$ cat src/rtl/neureka_output_packer_pkg.sv
// Shared constants and types for the NEUREKA output packer.
//   NEUREKA_MODE_8B/16B/32B : per-beat quantization mode encodings
//   NEUREKA_PACKER_OUT_W    : default packed output word width in bits
//   neureka_packer_state_t  : packer sequencing states
package neureka_package;

    localparam logic [1:0] NEUREKA_MODE_8B  = 2'd0;
    localparam logic [1:0] NEUREKA_MODE_16B = 2'd1;
    localparam logic [1:0] NEUREKA_MODE_32B = 2'd2;

    localparam int unsigned NEUREKA_PACKER_OUT_W = 256;

    typedef enum logic {
        PACK_FILL,
        PACK_WAIT
    } neureka_packer_state_t;

endpackage

$ cat src/rtl/neureka_packer_byte_extract.sv
// Combinational selection of the 4 valid bytes of one quantized beat.
// Ports:
//   mode_i  : beat mode (NEUREKA_MODE_8B/16B/32B)
//   data_i  : NMULT lanes of 32 bits
//   bytes_o : extracted bytes {b3, b2, b1, b0}
module neureka_packer_byte_extract
    import neureka_package::*;
#(
    parameter int unsigned NMULT = 4
) (
    input  logic [1:0]          mode_i,
    input  logic [NMULT*32-1:0] data_i,
    output logic [31:0]         bytes_o
);

    // Lane bits that no mode ever selects.
    logic unused_lanes;
    assign unused_lanes = ^{data_i[127:104], data_i[95:72], data_i[63:48]};

    always_comb begin
        // 8B: low byte of each lane; the unused mode encoding also lands here.
        bytes_o = {data_i[103:96], data_i[71:64], data_i[39:32], data_i[7:0]};
        case (mode_i)
            NEUREKA_MODE_16B: bytes_o = {data_i[47:32], data_i[15:0]};
            NEUREKA_MODE_32B: bytes_o = data_i[31:0];
            default:          ;
        endcase
    end

endmodule

$ cat src/rtl/neureka_output_packer.sv
// Packs 4 extracted bytes per input beat into OUT_W-bit words with strobes and last.
// One packing register plus one output register so filling continues under backpressure.
// Optional macro NEUREKA_OUTPUT_PACKER_PERF_EN enables the output-stall counter.
// Ports:
//   clk_i, rst_ni          : clock, asynchronous active-low reset
//   test_mode_i            : no functional effect
//   clear_i                : synchronous clear, highest priority
//   mode_i                 : beat mode, sampled per accepted beat
//   in_valid_i/in_ready_o  : input beat handshake; in_data_i lanes, in_last_i flushes word
//   out_valid_o/out_ready_i: output word handshake; out_data_o, out_strb_o, out_last_o
//   perf_stall_o           : cycles with out_valid_o && !out_ready_i (0 when disabled)
module neureka_output_packer
    import neureka_package::*;
#(
    parameter int unsigned NMULT = 4,
    parameter int unsigned OUT_W = NEUREKA_PACKER_OUT_W,
    parameter int unsigned BEATS = OUT_W / 32
) (
    input  logic                 clk_i,
    input  logic                 rst_ni,
    input  logic                 test_mode_i,
    input  logic                 clear_i,
    input  logic [1:0]           mode_i,
    input  logic                 in_valid_i,
    output logic                 in_ready_o,
    input  logic [NMULT*32-1:0]  in_data_i,
    input  logic                 in_last_i,
    output logic                 out_valid_o,
    input  logic                 out_ready_i,
    output logic [OUT_W-1:0]     out_data_o,
    output logic [OUT_W/8-1:0]   out_strb_o,
    output logic                 out_last_o,
    output logic [31:0]          perf_stall_o
);

    localparam int unsigned STRB_W = OUT_W / 8;
    localparam int unsigned CNT_W  = (BEATS > 1) ? $clog2(BEATS) : 1;

    neureka_packer_state_t state_q, state_d;
    logic [CNT_W-1:0]  cnt_q, cnt_d;
    logic [OUT_W-1:0]  pack_data_q, pack_data_d;
    logic [STRB_W-1:0] pack_strb_q, pack_strb_d;
    logic              pack_last_q, pack_last_d;
    logic              out_valid_q, out_valid_d;
    logic [OUT_W-1:0]  out_data_q, out_data_d;
    logic [STRB_W-1:0] out_strb_q, out_strb_d;
    logic              out_last_q, out_last_d;

    logic [31:0]       beat_bytes;
    logic [OUT_W-1:0]  merged_data;
    logic [STRB_W-1:0] merged_strb;
    logic              accept, complete, slot_free;

    logic unused_test;
    assign unused_test = test_mode_i;

    neureka_packer_byte_extract #(
        .NMULT(NMULT)
    ) u_extract (
        .mode_i (mode_i),
        .data_i (in_data_i),
        .bytes_o(beat_bytes)
    );

    // Beat n lands at bytes 4n..4n+3; unwritten bytes stay zero because the pack
    // register is cleared whenever a word leaves it.
    assign merged_data = pack_data_q | (OUT_W'(beat_bytes) << {cnt_q, 5'b00000});
    assign merged_strb = pack_strb_q | (STRB_W'(4'hF) << {cnt_q, 2'b00});

    assign in_ready_o = (state_q == PACK_FILL);
    assign accept     = in_valid_i && in_ready_o;
    assign complete   = (cnt_q == CNT_W'(BEATS - 1)) || in_last_i;
    assign slot_free  = !out_valid_q || out_ready_i;

    always_comb begin
        state_d     = state_q;
        cnt_d       = cnt_q;
        pack_data_d = pack_data_q;
        pack_strb_d = pack_strb_q;
        pack_last_d = pack_last_q;
        out_valid_d = out_valid_q;
        out_data_d  = out_data_q;
        out_strb_d  = out_strb_q;
        out_last_d  = out_last_q;

        if (out_valid_q && out_ready_i) begin
            out_valid_d = 1'b0;
        end

        case (state_q)
            PACK_FILL: begin
                if (accept) begin
                    if (!complete) begin
                        pack_data_d = merged_data;
                        pack_strb_d = merged_strb;
                        cnt_d       = cnt_q + CNT_W'(1);
                    end else if (slot_free) begin
                        out_valid_d = 1'b1;
                        out_data_d  = merged_data;
                        out_strb_d  = merged_strb;
                        out_last_d  = in_last_i;
                        pack_data_d = '0;
                        pack_strb_d = '0;
                        pack_last_d = 1'b0;
                        cnt_d       = '0;
                    end else begin
                        // Park the finished word until the output slot opens.
                        pack_data_d = merged_data;
                        pack_strb_d = merged_strb;
                        pack_last_d = in_last_i;
                        state_d     = PACK_WAIT;
                    end
                end
            end
            PACK_WAIT: begin
                if (slot_free) begin
                    out_valid_d = 1'b1;
                    out_data_d  = pack_data_q;
                    out_strb_d  = pack_strb_q;
                    out_last_d  = pack_last_q;
                    pack_data_d = '0;
                    pack_strb_d = '0;
                    pack_last_d = 1'b0;
                    cnt_d       = '0;
                    state_d     = PACK_FILL;
                end
            end
            default: state_d = PACK_FILL;
        endcase

        if (clear_i) begin
            state_d     = PACK_FILL;
            cnt_d       = '0;
            pack_data_d = '0;
            pack_strb_d = '0;
            pack_last_d = 1'b0;
            out_valid_d = 1'b0;
            out_data_d  = '0;
            out_strb_d  = '0;
            out_last_d  = 1'b0;
        end
    end

    always_ff @(posedge clk_i or negedge rst_ni) begin
        if (!rst_ni) begin
            state_q     <= PACK_FILL;
            cnt_q       <= '0;
            pack_data_q <= '0;
            pack_strb_q <= '0;
            pack_last_q <= 1'b0;
            out_valid_q <= 1'b0;
            out_data_q  <= '0;
            out_strb_q  <= '0;
            out_last_q  <= 1'b0;
        end else begin
            state_q     <= state_d;
            cnt_q       <= cnt_d;
            pack_data_q <= pack_data_d;
            pack_strb_q <= pack_strb_d;
            pack_last_q <= pack_last_d;
            out_valid_q <= out_valid_d;
            out_data_q  <= out_data_d;
            out_strb_q  <= out_strb_d;
            out_last_q  <= out_last_d;
        end
    end

    assign out_valid_o = out_valid_q;
    assign out_data_o  = out_data_q;
    assign out_strb_o  = out_strb_q;
    assign out_last_o  = out_last_q;

`ifdef NEUREKA_OUTPUT_PACKER_PERF_EN
    logic [31:0] perf_stall_q;

    always_ff @(posedge clk_i or negedge rst_ni) begin
        if (!rst_ni) begin
            perf_stall_q <= '0;
        end else if (clear_i) begin
            perf_stall_q <= '0;
        end else if (out_valid_q && !out_ready_i && (perf_stall_q != 32'hFFFF_FFFF)) begin
            perf_stall_q <= perf_stall_q + 32'd1;
        end
    end

    assign perf_stall_o = perf_stall_q;
`else
    assign perf_stall_o = '0;
`endif

endmodule
$ cat config.mk
export PLATFORM = sky130hd
export DESIGN_NAME = neureka_output_packer
export DESIGN_NICKNAME = d
export VERILOG_FILES = /design/src/rtl/neureka_output_packer_pkg.sv /design/src/rtl/neureka_packer_byte_extract.sv /design/src/rtl/neureka_output_packer.sv
export SDC_FILE = /design/constraint.sdc
export NUM_CORES = 1
export LEC_CHECK = 0
export BUFFER_PORTS_ARGS = -buffer_cell sky130_fd_sc_hd__buf_2
export CORE_UTILIZATION = 50
export CTS_BUF_LIST = sky130_fd_sc_hd__clkbuf_8
export CTS_CLUSTER_DIAMETER = 200
export DETAILED_ROUTE_END_ITERATION = 8
export PLACE_DENSITY = 0.73
export SLEW_MARGIN = 20
export SYNTH_ARGS = -nofsm -noshare
export SYNTH_HDL_FRONTEND = slang
export SYNTH_SLANG_ARGS = --single-unit
$ cat constraint.sdc
create_clock -name clk_i -period 3.1 [get_ports clk_i]
set_input_delay 0.62 -clock clk_i [delete_from_list [all_inputs] [get_ports clk_i]]
set_output_delay 0.62 -clock clk_i [all_outputs]
set_load 0.05 [all_outputs]
Word-level counts from Yosys, hierarchy flattened:

Index checks and enable logic that the tools add are counted.

* $add $sub $neg: 1
* multiply operators: 0
* div/mod/pow operators: 0
* order comparisons: 0
* equality and inequality tests: 7
* shift-type cells: 2
* mux-type cells: 53
* bitwise logic cells: 3
* reductions and logical operators: 8

Operator list (number)
* $mux W256: 10
* $pmux W256 S2: 2
* $mux W32: 10
* $or A256 B256 Y256: 1
* $shl A32 B8 Y256: 1
* $pmux W32 S2: 3
* $or A32 B32 Y32: 1
* $shl A4 B5 Y32 const A: 1
* $mux W1: 19
* $mux W3: 4
* $ne A3 B2 Y1 const B: 4
* $pmux W1 S2: 4
* $pmux W3 S2: 1
* $reduce_and A4 Y1: 1
* $add A3 B1 Y3 const B: 1
* $eq A3 B3 Y1 const B: 1
* $reduce_and A3 Y1: 1
* $eq A2 B1 Y1 const B: 1
* $eq A2 B2 Y1 const B: 1
* $logic_and A1 B1 Y1: 2
* $logic_or A1 B1 Y1: 2
* $reduce_and A2 Y1: 1
* $logic_not A1 Y1: 1
* $not A1 Y1: 1

* flip-flop bits (word level): 583
* latch bits: 0
* bits in writable memories: 0
* ROM bits: 0
* bits of input ports: 137
* output and inout port bits: 323
* memories kept: 0

Longest topological paths before layout:

* depth in word-level cells: 9
* depth in mapped cells: 9
* mapped depth without buffers: 6

Modules after synthesis:

From an unflattened synthesis, not the netlist that was laid out.

* cells, all modules: 2435
* area, all modules: 25680.9 um^2

Modules (own cells, without submodules)
* neureka_output_packer: instances 1, cells an instance 2342, area each 25152.9 um^2, seq. area each 14589.0 um^2
* neureka_packer_byte_extract: instances 1, cells an instance 93, area each 528.0 um^2, seq. area each 0.0 um^2

Worst setup path before layout:

No wires, ideal clock.

* kind: flip-flop to flip-flop
* start point: reg cnt_q[1]
* end point: reg out_data_q[112] (netlist: out_data_o[112])
* arrival: 2.177 ns
* required time: 2.964 ns
* path slack: 0.787 ns
* stages on the path, launching flop included: 10
* buffers on the path: 3
* clock period less this slack: 2.313 ns
* cell sequence: dfrtp_1 -> ha_1 -> ha_1 -> or3_4 -> a31o_2 -> clkbuf_1 -> buf_2 -> buf_2 -> nor2_1 -> nor3_1

* longest elaborated chain between the ends: 7
* elaborated cells between the ends (all ways): 11
* those cells by class: 2 x eq/ne; 1 x shift; 5 x mux; 1 x bitwise; 2 x reduce/logical

Ends and longest elaborated chain
* start: declaration: line neureka_output_packer.sv:40 `logic [CNT_W-1:0] cnt_q, cnt_d;`
* start signal: assignment: line neureka_output_packer.sv:157 `cnt_q <= cnt_d;`
* $shl A32 B8 Y256: line neureka_output_packer.sv:67 `assign merged_data = pack_data_q | (OUT_W'(beat_bytes) << {cnt_q, 5'b00000});`
* $or A256 B256 Y256: line neureka_output_packer.sv:67
* $mux W256: line neureka_output_packer.sv:97 `end else if (slot_free) begin`
* $mux W256: line neureka_output_packer.sv:93 `if (!complete) begin`
* $mux W256: line neureka_output_packer.sv:92 `if (accept) begin`
* $pmux W256 S2: line neureka_output_packer.sv:90 `case (state_q)`
* $mux W256: line neureka_output_packer.sv:131 `if (clear_i) begin`
* end signal: assignment: line neureka_output_packer.sv:162 `out_data_q <= out_data_d;`
* end: declaration: line neureka_output_packer.sv:45 `logic [OUT_W-1:0] out_data_q, out_data_d;`

Several ways; a longest one is shown, not always the timed one. The select of a mux whose other input is x is not followed.
A chain may end at the register's enable or synchronous reset.

Worst setup path after layout:

* start point: reg state_q
* end point: out in_ready_o

* longest elaborated chain between the ends: 1

Ends and longest elaborated chain
* start: declaration: line neureka_output_packer.sv:39 `neureka_packer_state_t state_q, state_d;`
* start signal: assignment: line neureka_output_packer.sv:156 `state_q <= state_d;`
* $not A1 Y1
* end: declaration: line neureka_output_packer.sv:25 `output logic in_ready_o,`

No other way between the ends.

==> flow_summary.toml <==
[outcome]
status = "completed"

[sta]
rsz0062_at_grt = "false"
setup_ws_ps = 408.5
fmax_ghz = 0.3715
hold_violations = 0
hold-worst-slack_ps = 216.7
fin_skew_ps = 17.57
setup_tns_ps = 0
setup_viol = 0
min_period_ps = 2691
slew_headroom_pct = 31.66
finalCritPeriodShare_pct = 86.82
finalMaxSlewViolations = 0
worst-slew-pin-transition_ps = 1025

[critical_path]
required_ps = 2480
cp_max_fo = 14
worstSetupStartpointType = "register"
r2r-start = "cnt_q[0]$_DFFE_PN0P_"
endpoint_kind = "output pin"
crit_path_start = "state_q$_DFF_PN0_"
crit_type = "reg2out"
cp.arrival_ps = 2070

[routing]
drt-total-wl_um = 67890
dr_total_vias = 19760
final_antenna_net_count = 0
first_pass_iters = 8
viasPerCell = 5.783
drc = 0
drt_iter0_markers = 2121
routedWlPerCell_um = 19.88

[power]
p_leak_nw = 13.71
vdd_drop_max_uv = 313.1
power.density_nw_per_um2 = 603.9

[placed_design]
portBuffers = 362
hpwl_um = 43090
place_congestion = 0.9127
place_ws_ps = 318.9

[yosys]
ys_ff_latch = 583
synthMostInstantiatedCell = "dfrtp_1"
yosys.area.top_type = "dfrtp_1"
ys_async_sr_fraction_pct = 100.0
yosys_warnings = 0
syn-mean-instance-area_um2 = 9.954
synth.distinct_cells = 39
synth_edf_count = 0
synth_commonest_cells = "dfrtp_1 (583), nor2_1 (412), a21oi_1 (388)"
ys_seq_area_share_pct = 60.61
syn_inst = 2418
synth_top_area_share_pct = 60.61
synthesis.area_um2 = 24070
ys_top_cells_by_area = "dfrtp_1 (61%), a21oi_1 (8.1%), nor2_1 (6.4%)"
synth_flop_cell = "dfrtp_1"

[clock_tree]
htree_levels = 3
post_cts_buffers = 0
cts_buffer_depth = 3
cts_sinks = 583
cts_tree = "built"
holdBufCountCts = 1
cts-root-buf = "clkbuf_8"
path_clk_slew_ps = 60
cts_buffers = 93
insertion_delay_ps = 660
ctsResizeCount = 0

[worst_hold_path]
worstHoldStart = "clear_i"
hold_class = "in2reg"

[cells_and_area]
finalNetCount = 2874
layout-drive-gt1-share_pct = 21.86
post-route-util_pct = 59.30
syn_to_final_growth_pct = 17.39

[global_route]
track_usage_pct = 27.40
grt_max_degree = 160
antenna_found_initial = 1
gr-total-overflow = 0
grt_pass1_vias = 18860
grt_pass1_wl_um = 105500

[job]
maxCapViolCount = 0

[floorplan]
die_x_um = 221.4
ioPinCount = 460
dieArea_um2 = 49020
coreArea_um2 = 47650
fp.dieH_um = 221.4
rows = 80
initial_core_util_pct = 50.52
## cells in the final DEF (no fill, tap or decap), types with 3 or more instances in the layout
cell type and n:
nor4_4 7, o31ai_1 97, a22oi_1 16, buf_12 14
o21ai_1 22, clkinv_2 13, a21oi_1 388, o21a_1 24
and3_1 5, buf_4 64, nor3_4 7, clkinvlp_4 3
nor2b_1 11, inv_1 34, nand2_1 186, dfrtp_1 582
o21ai_0 72, nor2_1 409, nor2_2 3, a211oi_1 129
a31oi_1 33, nor3_1 130, conb_1 32, nand2b_1 5
buf_2 360, clkbuf_8 118, ha_1 8
## registers in the layout, summed over array words and instances (netlist names)
signal,cells
cnt_q,3
out_strb_o,32
pack_strb_q,32
pack_last_q,1
out_data_o,256
out_last_o,1
out_valid_o,1
state_q,1
pack_data_q,256
## layout make-up
cell class	instances	area, µm²
fill	4002	19390
sequential	583	14590
multi-input combinational	1604	8379
timing repair buffer	441	2599
clock buffer	118	1624
tap	615	769.5
clock inverter	48	267.8
inverter	6	22.52
antenna	1	2.502
## power by group
part           switching [mW]  internal, mW  leakage [nW]
logic                    1.93         0.548          4.61
clock network            2.99          3.58          1.09
registers               0.162          7.85          8.01
total                    5.08          12.0          13.7
## critical path, stage by stage (launching register included)
cell and delay [ps]:
dfrtp_1 830, buf_4 310, inv_1 60, buf_2 210
## final timing paths
kind | end | slack (ps) | cells after the start
worst max-delay path | in_ready_o | 410 | 3
worst min-delay path | cnt_q[0]$_DFFE_PN0P_ | 220 | 2
worst max register to register | out_data_o[189]$_DFFE_PN0P_ | 470 | 7
worst min register to register | out_strb_o[8]$_DFFE_PN0P_ | 470 | 2
max in group asynchronous | pack_data_q[38]$_DFFE_PN0P_ | 1550 | 4
min in group asynchronous | pack_data_q[151]$_DFFE_PN0P_ | 510 | 2
## cells by family after synthesis
| family | count (synthesis) | share of synthesized area [%] |
|---|---|---|
| muxes | 2 | 0.08318 |
| DFF | 583 | 60.61 |
| and+or+nand+nor | 775 | 13.94 |
| adders and majority gates | 8 | 0.4159 |
| AOI/OAI and AO/OA | 787 | 19.42 |
| buffers and inverters | 262 | 5.510 |
| other | 1 | 0.01558 |
## per-layer routing
layer / GRT usage (%) / wire (µm)
met4: 12.23 / 2356
met2: 42.14 / 31850
met3: 4.727 / 4766
met5: 0 / 0
met1: 38.34 / 28920
## through the flow
stage / cells / cell area [µm²] / power (mW)
after floorplan: 2449 / 24190 / 9.780
after global placement: 3248 / 26330 / 10.56
after detailed placement: 3248 / 26340 / 10.61
after CTS: 3415 / 28240 / 17.19
after global routing: 3416 / 28250 / 17.71
final: 3416 / 28250 / 17.06
Power figures use the tool's default switching activity.
